**src/rtl/ase_fifo_reader.sv**
```systemverilog
// Read-side engine for an ASE FIFO: credit-limited read issue, skid buffer, valid/ready output.
// Optional sequence checker on popped words, enabled by defining ASE_FIFO_READER_SEQCHK_EN.
module ase_fifo_reader #(
    parameter int DATA_WIDTH = 64,
    parameter int RD_LATENCY = 1,
    parameter int SKID_DEPTH = 4
) (
    input  logic                  clk,
    input  logic                  rst_n,
    input  logic                  drain_en,
    input  logic                  fifo_empty,
    output logic                  fifo_rd_en,
    input  logic [DATA_WIDTH-1:0] fifo_data,
    input  logic                  fifo_valid,
    output logic                  out_valid,
    output logic [DATA_WIDTH-1:0] out_data,
    input  logic                  out_ready,
    output logic [31:0]           rd_count,
    output logic                  err_unexp,
    output logic                  seq_err
);

    localparam int PW = (SKID_DEPTH > 1) ? $clog2(SKID_DEPTH) : 1;
    localparam int CW = $clog2(SKID_DEPTH + 1);
    localparam logic [CW:0]   DEPTH_C   = (CW + 1)'(SKID_DEPTH);
    localparam logic [PW-1:0] LAST_SLOT = PW'(SKID_DEPTH - 1);

    if (RD_LATENCY < 1 || RD_LATENCY > 4) begin : g_bad_latency
        $error("ase_fifo_reader: RD_LATENCY must be in 1..4");
    end
    if (SKID_DEPTH < RD_LATENCY + 2) begin : g_bad_depth
        $error("ase_fifo_reader: SKID_DEPTH must be >= RD_LATENCY+2");
    end

    logic                  active_q, active_d;
    logic [CW-1:0]         inflight_q, inflight_d;
    logic [CW-1:0]         occ_q, occ_d;
    logic [PW-1:0]         wr_ptr_q, wr_ptr_d;
    logic [PW-1:0]         rd_ptr_q, rd_ptr_d;
    logic [DATA_WIDTH-1:0] mem_q [SKID_DEPTH];
    logic [DATA_WIDTH-1:0] mem_d [SKID_DEPTH];
    logic [31:0]           rd_count_q, rd_count_d;
    logic                  err_unexp_q, err_unexp_d;
    logic [CW:0]           credit_used;
    logic                  wr, pop;

    function automatic logic [PW-1:0] ptr_inc(input logic [PW-1:0] p);
        return (p == LAST_SLOT) ? '0 : p + 1'b1;
    endfunction

    // Credit counts reads in flight plus stored words; a pop this cycle is not credited.
    assign credit_used = {1'b0, inflight_q} + {1'b0, occ_q};
    assign fifo_rd_en  = active_q & drain_en & ~fifo_empty & (credit_used < DEPTH_C);

    assign out_valid = (occ_q != '0);
    assign out_data  = mem_q[rd_ptr_q];
    assign rd_count  = rd_count_q;
    assign err_unexp = err_unexp_q;

    always_comb begin
        active_d    = 1'b1;
        wr          = fifo_valid & (inflight_q != '0);
        pop         = (occ_q != '0) & out_ready;
        inflight_d  = inflight_q + CW'(fifo_rd_en) - CW'(wr);
        occ_d       = occ_q + CW'(wr) - CW'(pop);
        wr_ptr_d    = wr_ptr_q;
        rd_ptr_d    = rd_ptr_q;
        rd_count_d  = rd_count_q;
        err_unexp_d = err_unexp_q | (fifo_valid & (inflight_q == '0));
        for (int i = 0; i < SKID_DEPTH; i++) begin
            mem_d[i] = mem_q[i];
        end
        if (wr) begin
            mem_d[wr_ptr_q] = fifo_data;
            wr_ptr_d        = ptr_inc(wr_ptr_q);
        end
        if (pop) begin
            rd_ptr_d   = ptr_inc(rd_ptr_q);
            rd_count_d = rd_count_q + 32'd1;
        end
    end

    always_ff @(posedge clk or negedge rst_n) begin
        if (!rst_n) begin
            active_q    <= 1'b0;
            inflight_q  <= '0;
            occ_q       <= '0;
            wr_ptr_q    <= '0;
            rd_ptr_q    <= '0;
            rd_count_q  <= '0;
            err_unexp_q <= 1'b0;
            for (int i = 0; i < SKID_DEPTH; i++) begin
                mem_q[i] <= '0;
            end
        end else begin
            active_q    <= active_d;
            inflight_q  <= inflight_d;
            occ_q       <= occ_d;
            wr_ptr_q    <= wr_ptr_d;
            rd_ptr_q    <= rd_ptr_d;
            rd_count_q  <= rd_count_d;
            err_unexp_q <= err_unexp_d;
            for (int i = 0; i < SKID_DEPTH; i++) begin
                mem_q[i] <= mem_d[i];
            end
        end
    end

`ifdef ASE_FIFO_READER_SEQCHK_EN
    if (DATA_WIDTH < 32) begin : g_bad_width
        $error("ase_fifo_reader: sequence checker needs DATA_WIDTH >= 32");
    end

    logic [31:0] exp_idx_q, exp_idx_d;
    logic [31:0] first_bad_idx_q, first_bad_idx_d;
    logic        seq_err_q, seq_err_d;

    // Only the first mismatching index is kept; later ones are ignored.
    always_comb begin
        exp_idx_d       = exp_idx_q;
        first_bad_idx_d = first_bad_idx_q;
        seq_err_d       = seq_err_q;
        if (pop) begin
            exp_idx_d = exp_idx_q + 32'd1;
            if ((out_data[31:0] != exp_idx_q) && !seq_err_q) begin
                seq_err_d       = 1'b1;
                first_bad_idx_d = exp_idx_q;
            end
        end
    end

    always_ff @(posedge clk or negedge rst_n) begin
        if (!rst_n) begin
            exp_idx_q       <= '0;
            first_bad_idx_q <= '0;
            seq_err_q       <= 1'b0;
        end else begin
            exp_idx_q       <= exp_idx_d;
            first_bad_idx_q <= first_bad_idx_d;
            seq_err_q       <= seq_err_d;
        end
    end

    assign seq_err = seq_err_q;
`else
    assign seq_err = 1'b0;
`endif

endmodule
```
**config.mk**
```make
export PLATFORM = sky130hd
export DESIGN_NAME = ase_fifo_reader
export DESIGN_NICKNAME = d
export VERILOG_FILES = /design/src/rtl/ase_fifo_reader.sv
export SDC_FILE = /design/constraint.sdc
export NUM_CORES = 1
export LEC_CHECK = 0
export CAP_MARGIN = 30
export CORE_MARGIN = 5
export CORE_UTILIZATION = 35
export DETAILED_ROUTE_END_ITERATION = 7
export GPL_TIMING_DRIVEN = 0
export HOLD_SLACK_MARGIN = 0.05
export SLEW_MARGIN = 20
export SYNTH_ARGS = -nofsm -noshare
export SYNTH_HDL_FRONTEND = slang
export SYNTH_SLANG_ARGS = --single-unit
```
**constraint.sdc**
```tcl
create_clock -name clk -period 3.97 [get_ports clk]
set_clock_uncertainty 0.1 [all_clocks]
set_input_delay 0.9925 -clock clk [delete_from_list [all_inputs] [get_ports clk]]
set_output_delay 0.9925 -clock clk [all_outputs]
set_load 0.05 [all_outputs]
```
== Word-level counts from Yosys, hierarchy flattened ==
Cells that the tools add are included.

* Bits in registers: 300
* Input port bits: 70
* Output and inout port bits: 100
* Word-level logic and storage cells: 47

* Add/subtract/negate cells: 8
* Magnitude comparators: 4
* Equality and inequality tests: 2
* Mux-type cells: 8
* Bitwise gates (word level): 10
* Reduce and logical (&&, ||, !) cells: 4

{| class="wikitable"
|+ Operators by type and width
! operator !! count
|-
| 256-bit bitwise mux || 1
|-
| 64-bit 2-to-1 mux || 3
|-
| 64-bit binary-select mux with 2-bit select || 1
|-
| 64-bit demux with 2-bit select || 1
|-
| 32-bit by 1-bit adder with 32-bit output (second input constant) || 1
|-
| 3-bit by 1-bit adder with 3-bit output || 2
|-
| 1-bit AND || 6
|-
| 3-bit greater-or-equal comparator (second input constant) || 2
|-
| 2-bit NOT with 3-bit output || 2
|-
| 3-bit nonzero test || 2
|-
| 3-bit by 1-bit subtractor with 3-bit output || 2
|-
| 2-bit by 1-bit adder with 2-bit output (second input constant) || 2
|-
| 3-bit by 3-bit adder with 4-bit output || 1
|-
| 2-bit equality test (second input constant) || 2
|-
| 4-bit by 3-bit less-than comparator with 1-bit output (second input constant) || 1
|-
| 2-bit 2-to-1 mux || 2
|-
| 3-bit zero test || 1
|-
| 3-bit by 1-bit less-than comparator with 1-bit output (second input constant) || 1
|-
| 1-bit logical AND || 1
|-
| 1-bit NOT || 1
|-
| 1-bit bitwise OR || 1
|}

== Logic depth before layout (Yosys ltp) ==
Gate-level depths: netlist of the first run.

* Word-level depth: 6
* Mapped depth: 11
* Gate-level depth less buffers: 10

== Least setup slack after synthesis of the first run ==
Ideal clock, no wire load.

* Path type: input to output
* From: input port fifo_empty
* To: output port fifo_rd_en
* Data arrival time: 2.199 ns
* Data required time: 2.878 ns
* Setup slack: 0.678 ns
* Stages on the path: 3
* Cell sequence: nor4_1 nand3_1 a31oi_1

* Word-level cells in the longest chain between the ends: 3

{| class="wikitable"
|+ RTL lines
! item !! line !! text
|-
| start: declaration || 11 || <nowiki>input logic fifo_empty,</nowiki>
|-
| 1-bit NOT || 53 || <nowiki>assign fifo_rd_en = active_q & drain_en & ~fifo_empty & (credit_used < DEPTH_C);</nowiki>
|-
| 1-bit AND (2 in series) || 53 ||
|-
| end: declaration || 12 || <nowiki>output logic fifo_rd_en,</nowiki>
|}

No other way between the ends.

== Final worst setup path of the first run ==
* From: register rd_ptr_q[1]
* To: output port out_data[15]

* Word-level cells in the longest chain between the ends: 4

{| class="wikitable"
|+ RTL lines
! item !! line !! text
|-
| start: declaration || 39 || <nowiki>logic [PW-1:0] rd_ptr_q, rd_ptr_d;</nowiki>
|-
| start signal: assignment || 100 || <nowiki>rd_ptr_q <= rd_ptr_d;</nowiki>
|-
| 2-bit NOT with 3-bit output (not written as such) || 56 || <nowiki>assign out_data = mem_q[rd_ptr_q];</nowiki>
|-
| 64-bit binary-select mux with 2-bit select || 56 ||
|-
| 64-bit 2-to-1 mux (not written as such) (2 in series) || 56 ||
|-
| end: declaration || 16 || <nowiki>output logic [DATA_WIDTH-1:0] out_data,</nowiki>
|}

No other way between the ends. The select of a mux whose other input is x is not followed.

==> flow_summary.json, run 1 <==
{
  "layout_setup_ws_ns": 0.130,
  "relSlewSlack_pct": 53.0,
  "seq_area_frac_synth_pct": 52.6,
  "startpoint_type": "register",
  "die_h_um": 212,
  "ys_ff_latch": 300,
  "vias_per_cell": 4.82,
  "synthSimpleGateAreaFrac_pct": 4.07,
  "fmax_ghz": 0.260,
  "worstPathMaxFanout": 10,
  "clkSinkCount": 300,
  "syn_nets": 906,
  "clk_latency_ns": 0.53,
  "cts_root_buffer": "clkbuf_16",
  "wl_per_cell_um": 20.1,
  "crit_required_ns": 2.88,
  "vias": 7662,
  "core_area_sq_um": 40600,
  "synthAdderAreaFrac_pct": 1.33,
  "synth_xor_area_share_pct": 2.15,
  "fin_nets": 1116,
  "wl_met2_mm": 14.7,
  "power_leakage_uw": 0.00842,
  "synth_top_family_by_area": "multiplexers",
  "multi_input_area_sq_um": 6360,
  "drt_iter0_drc": 275,
  "synth_compound_area_share_pct": 0.368,
  "ff_latch_area_sq_um": 7510,
  "synth_edf_count": 0,
  "outcome": "finished clean",
  "rsz0062_at_grt": "false",
  "drv_cap": 0,
  "finalSetupTns_ns": 0,
  "fill_cells": 3622,
  "final_cell_mix": "dfrtp_1 (300), mux2_4 (240), clkdlybuf4s50_1 (127), mux4_2 (64)",
  "period_share_pct": 96.7,
  "endpoint_kind": "output port",
  "synthMuxAreaShare_pct": 36.6,
  "wl_mm": 32.0,
  "vdd_ir_drop_max_mv": 0.569,
  "drive_above_1_share_pct": 41.5,
  "cts.path.max_buffers": 3,
  "fin_crit_ns": 3.84,
  "start_util_pct": 35.1,
  "crit_type": "register to output port",
  "synth.avg_cell_area_sq_um": 17.4,
  "grt_usage_pct": 14.4,
  "ys.flop_type": "dfrtp_1",
  "worst_slew_pin_slew_ns": 0.705,
  "grt_overflow": 0,
  "p_per_area_nw_per_um2": 981,
  "ioPinCount": 170,
  "postCtsSetupBuffers": 0,
  "htreeDepth": 2,
  "fp-row-count": 74,
  "hpwl_mm": 20.5,
  "setup-violations-final": 0,
  "met1_length_mm": 15.0,
  "cts_tree": "built",
  "first_global_vias": 8597,
  "final_max_slew_viol_count": 0,
  "hold_buffers": 0,
  "grt_pass1_wl_mm": 51.0,
  "drtAntennaViolNets": 0,
  "total_power_uw": 17500,
  "syn_inst": 822,
  "die-area_sq_um": 44900,
  "cts-buffers-inserted": 37,
  "remaining_drc_errors": 0,
  "gp_congestion": 0.715,
  "final_common_cell": "dfrtp_1",
  "dr_wl_met3_mm": 1.77,
  "final-hold-violation-count": 0,
  "dieWidth_um": 212,
  "hold_class": "input port to async pin",
  "clk_pin_slew_ns": 0.06,
  "grt_max_degree": 88,
  "ys_async_sr_fraction_pct": 100,
  "antenna_found_initial": 1,
  "first_pass_iters": 4,
  "synth.distinct_cells": 38,
  "ys_warn_count": 0,
  "io_buffers": 168,
  "pre_cts_slack_ns": 0.00424,
  "syn_to_final_growth_pct": 25.0,
  "highest_layer": "met5",
  "crit_arrival_ns": 2.75,
  "synthesis.area_sq_um": 14300,
  "diodes": 0
}
-- critical path, cell delays in order (launching register included) --
cell and delay (ns):
dfrtp_1 0.37, buf_2 0.32, clkbuf_2 0.39, mux4_2 0.40, clkdlybuf4s50_1 0.72
-- synth_stat cells, drive strengths merged (3+ instances only) --
cell	n	area, sq um
buf	39	350
xor2	12	105
nand2	24	128
inv	12	45.0
ha	12	150
nor2	6	22.5
mux4	64	1440
and2	3	18.8
mux2	256	3780
and3	6	37.5
nor3	9	75.1
clkbuf	4	15.0
nor4	6	52.6
nand3	13	82.6
dfrtp	300	7510
nand4	14	87.6
xnor2	23	201
and4	6	53.8
-- power by group --
part / leakage [uW] / switching (uW) / total, uW / internal (uW)
Combinational: 0.00423 / 4590 / 8930 / 4340
Sequential: 0.00361 / 821 / 5330 / 4500
Clock: 0.000578 / 1300 / 3270 / 1960
Total: 0.00842 / 6710 / 17500 / 10800
-- layer usage --
layer,vias up,global-route usage (%)
met4,2,4.02
met2,145,22.4
met5,-,0
met1,4030,20.0
li1,3438,-
met3,47,3.88
-- repair_timing --
action / CTS / global route
resized for setup: 47 / 2
endpoints found under the setup margin: 50 / 3
pin swaps: 0 / 0
-- cell families (layout without fill, tap and decap cells) --
kind of cell / Yosys count / in the layout
buf+inv: 55 / 290
mux: 320 / 320
fa+ha+maj: 14 / 14
compound gates: 6 / 6
xor+xnor: 35 / 35
other cells: 2 / 2
simple gates: 90 / 90
flops: 300 / 300
-- registers in the layout, summed over array words and instances (netlist names) --
| register | cells |
|---|---|
| rd_count | 32 |
| rd_ptr_q | 2 |
| active_q | 1 |
| wr_ptr_q | 2 |
| occ_q | 3 |
| err_unexp | 1 |
| mem_q | 256 |
| inflight_q | 3 |
-- cell type report --
type | count | area share [%]
flip-flops and latches | 300 | 42.0
multi-input cells | 467 | 35.6
repair buffers | 171 | 9.65
clock buffers | 50 | 5.81
well taps | 532 | 3.73
plain buffers | 43 | 2.14
clock inverters | 14 | 0.729
inverters | 12 | 0.252
-- stage by stage --
step                utilization, %  hold slack [ns]  instance area, sq um  std cells
floorplan                        -            0.374                 14300        822
global placement              40.9            0.345                 16600       1522
detailed placement            41.1            0.348                 16700       1525
CTS                           43.9            0.288                 17800       1589
global route                  43.9            0.307                 17900       1589
finish                        43.9            0.288                 17900       1589
-- worst paths after layout --
path                                         start                        to  slack [ns]  depth (start not counted)
hold reg to reg                err_unexp$_DFF_PN0_       err_unexp$_DFF_PN0_        0.35                          1
setup reg to reg                occ_q[2]$_DFF_PN0_        occ_q[2]$_DFF_PN0_        1.38                          9
min in group clk               err_unexp$_DFF_PN0_       err_unexp$_DFF_PN0_        0.35                          1
setup / recovery           rd_ptr_q[1]$_DFFE_PN0P_              out_data[15]        0.13                          4
hold / removal                               rst_n  rd_count[19]$_DFFE_PN0P_        0.29                          1
max in group asynchronous                    rst_n    mem_q[160]$_DFFE_PN0P_        2.20                          3
(Power assumes the default switching activity.)
==> inputs of run 2 (changes only) <==
Settings changed: CORE_UTILIZATION 35 to 55, CTS_CLUSTER_DIAMETER set to 50, PLACE_DENSITY set to 0.79.
==> flow_summary.json, run 2 (same netlist as run 1, synthesis figures left out) <==
{
  "core_area_sq_um": 25800,
  "crit_required_ns": 2.88,
  "crit_arrival_ns": 2.71,
  "fin_crit_ns": 3.81,
  "rsz0062_at_grt": "false",
  "clk_latency_ns": 0.51,
  "max_stage_delay_ns": 0.71,
  "postCtsSetupBuffers": 0,
  "final_cell_mix": "dfrtp_1 (300), mux2_4 (240), clkdlybuf4s50_1 (136), mux4_2 (64), clkbuf_16 (41)",
  "setup-violations-final": 0,
  "drv_cap": 0,
  "die_h_um": 171,
  "vias_per_cell": 5.51,
  "first_global_vias": 8724,
  "layout_setup_ws_ns": 0.164,
  "crit_type": "register to output port",
  "vias": 7694,
  "grt_overflow": 0,
  "met1_usage_pct": 29.7,
  "ioPinCount": 170,
  "final_max_slew_viol_count": 0,
  "antenna_found_initial": 1,
  "remaining_drc_errors": 0,
  "drt_iter0_drc": 359,
  "period_share_pct": 95.9,
  "worstPathMaxFanout": 10,
  "cts.path.max_buffers": 3,
  "endpoint_kind": "output port",
  "cp_top_family": "buffers and inverters",
  "final_common_cell": "dfrtp_1",
  "ff_latch_area_sq_um": 7510,
  "first_pass_iters": 4,
  "hpwl_mm": 19.1,
  "power_leakage_uw": 0.00847,
  "relSlewSlack_pct": 56.0,
  "startpoint_type": "register",
  "grt_max_degree": 98,
  "io_buffers": 168,
  "path_cells": "buf_4 > buf_4 > mux4_2 > clkdlybuf4s50_1",
  "hold_class": "input port to async pin",
  "die-area_sq_um": 29300,
  "clk_pin_slew_ns": 0.06,
  "wl_per_cell_um": 21.3,
  "finalSetupTns_ns": 0,
  "gp_congestion": 0.769,
  "htreeDepth": 2,
  "outcome": "finished clean",
  "multi_input_area_sq_um": 6360,
  "grt_usage_pct": 20.7,
  "hold_buffers": 0,
  "grt_use_met3_pct": 4.41,
  "top_register": "mem_q",
  "start_util_pct": 55.3,
  "largest_reg_flops": 256,
  "diodes": 0,
  "cp_num_buf_inv": 3,
  "grt_pass1_wl_mm": 48.4,
  "total_power_uw": 17800,
  "fp-row-count": 59,
  "fmax_ghz": 0.263,
  "wl_mm": 29.7,
  "crit_top_cell": "buf_4",
  "dieWidth_um": 171,
  "cts_root_buffer": "clkbuf_16",
  "critPathSlowestCell": "clkdlybuf4s50_1",
  "final-hold-violation-count": 0,
  "p_per_area_nw_per_um2": 1000,
  "fin_nets": 1117,
  "worst_slew_pin_slew_ns": 0.660,
  "cts_tree": "built",
  "drtAntennaViolNets": 0,
  "drive_above_1_share_pct": 42.4,
  "vdd_ir_drop_max_mv": 0.834,
  "cts-buffers-inserted": 38,
  "fill_cells": 1765,
  "pre_cts_slack_ns": 0.0177,
  "fin_util_pct": 68.7,
  "syn_to_final_growth_pct": 24.4,
  "grt.met2_usage_pct": 32.5,
  "grt.busiest_layer": "met2",
  "clkSinkCount": 300
}
## run 2: cell count changes in the layout (fill, tap and decap cells not counted)
cell / delta
clkinv_2: -4
clkinv_4: +1
inv_6: +2
buf_2: +1
clkinvlp_4: +3
clkdlybuf4s50_1: +9
clkbuf_4: -1
clkbuf_16: +2
clkbuf_1: -7
inv_8: +1
clkbuf_8: +6
dlygate4sd2_1: -9
## run 2: path summary, 6_finish.rpt
check	endpoint	from	slack (ns)	cells past startpoint
setup / recovery	out_data[47]	rd_ptr_q[0]$_DFFE_PN0P_	0.16	4
hold / removal	mem_q[231]$_DFFE_PN0P_	rst_n	0.29	1
setup reg to reg	occ_q[2]$_DFF_PN0_	occ_q[2]$_DFF_PN0_	1.34	9
hold reg to reg	err_unexp$_DFF_PN0_	err_unexp$_DFF_PN0_	0.36	1
max in group asynchronous	rd_count[16]$_DFFE_PN0P_	rst_n	2.36	3
min in group clk	err_unexp$_DFF_PN0_	err_unexp$_DFF_PN0_	0.36	1
## run 2: layout make-up
type,instances,share of cell area (%)
plain buffers,43,2.13
multi-input cells,467,35.8
clock inverters,17,0.958
clock buffers,51,6.44
repair buffers,171,9.76
inverters,12,0.254
flip-flops and latches,300,42.3
well taps,335,2.36
## run 2: timing repair
| action | CTS | global route |
|---|---|---|
| hold endpoints to repair | 0 | 0 |
| endpoints found under the setup margin | 50 | 1 |
| resized for setup | 38 | 1 |
## run 2: metrics by stage
stage	area [sq um]	hold WS, ns	cells
2_1_floorplan	14300	0.374	822
3_3_place_gp	16400	0.342	1325
3_5_place_dp	16500	0.356	1328
4_1_cts	17800	0.285	1396
5_1_grt	17800	0.302	1396
6_report	17800	0.294	1396
## run 2: per-layer routing
layer  share of wire, %  wire (um)
met1                 46      13600
met2                 47      13900
met3                5.3       1590
met4                2.3        673
met5              0.050         15
## run 2: power breakdown
group          internal (uW)  switching [uW]
Clock                   2170            1350
Combinational           4400            4550
Sequential              4500             846
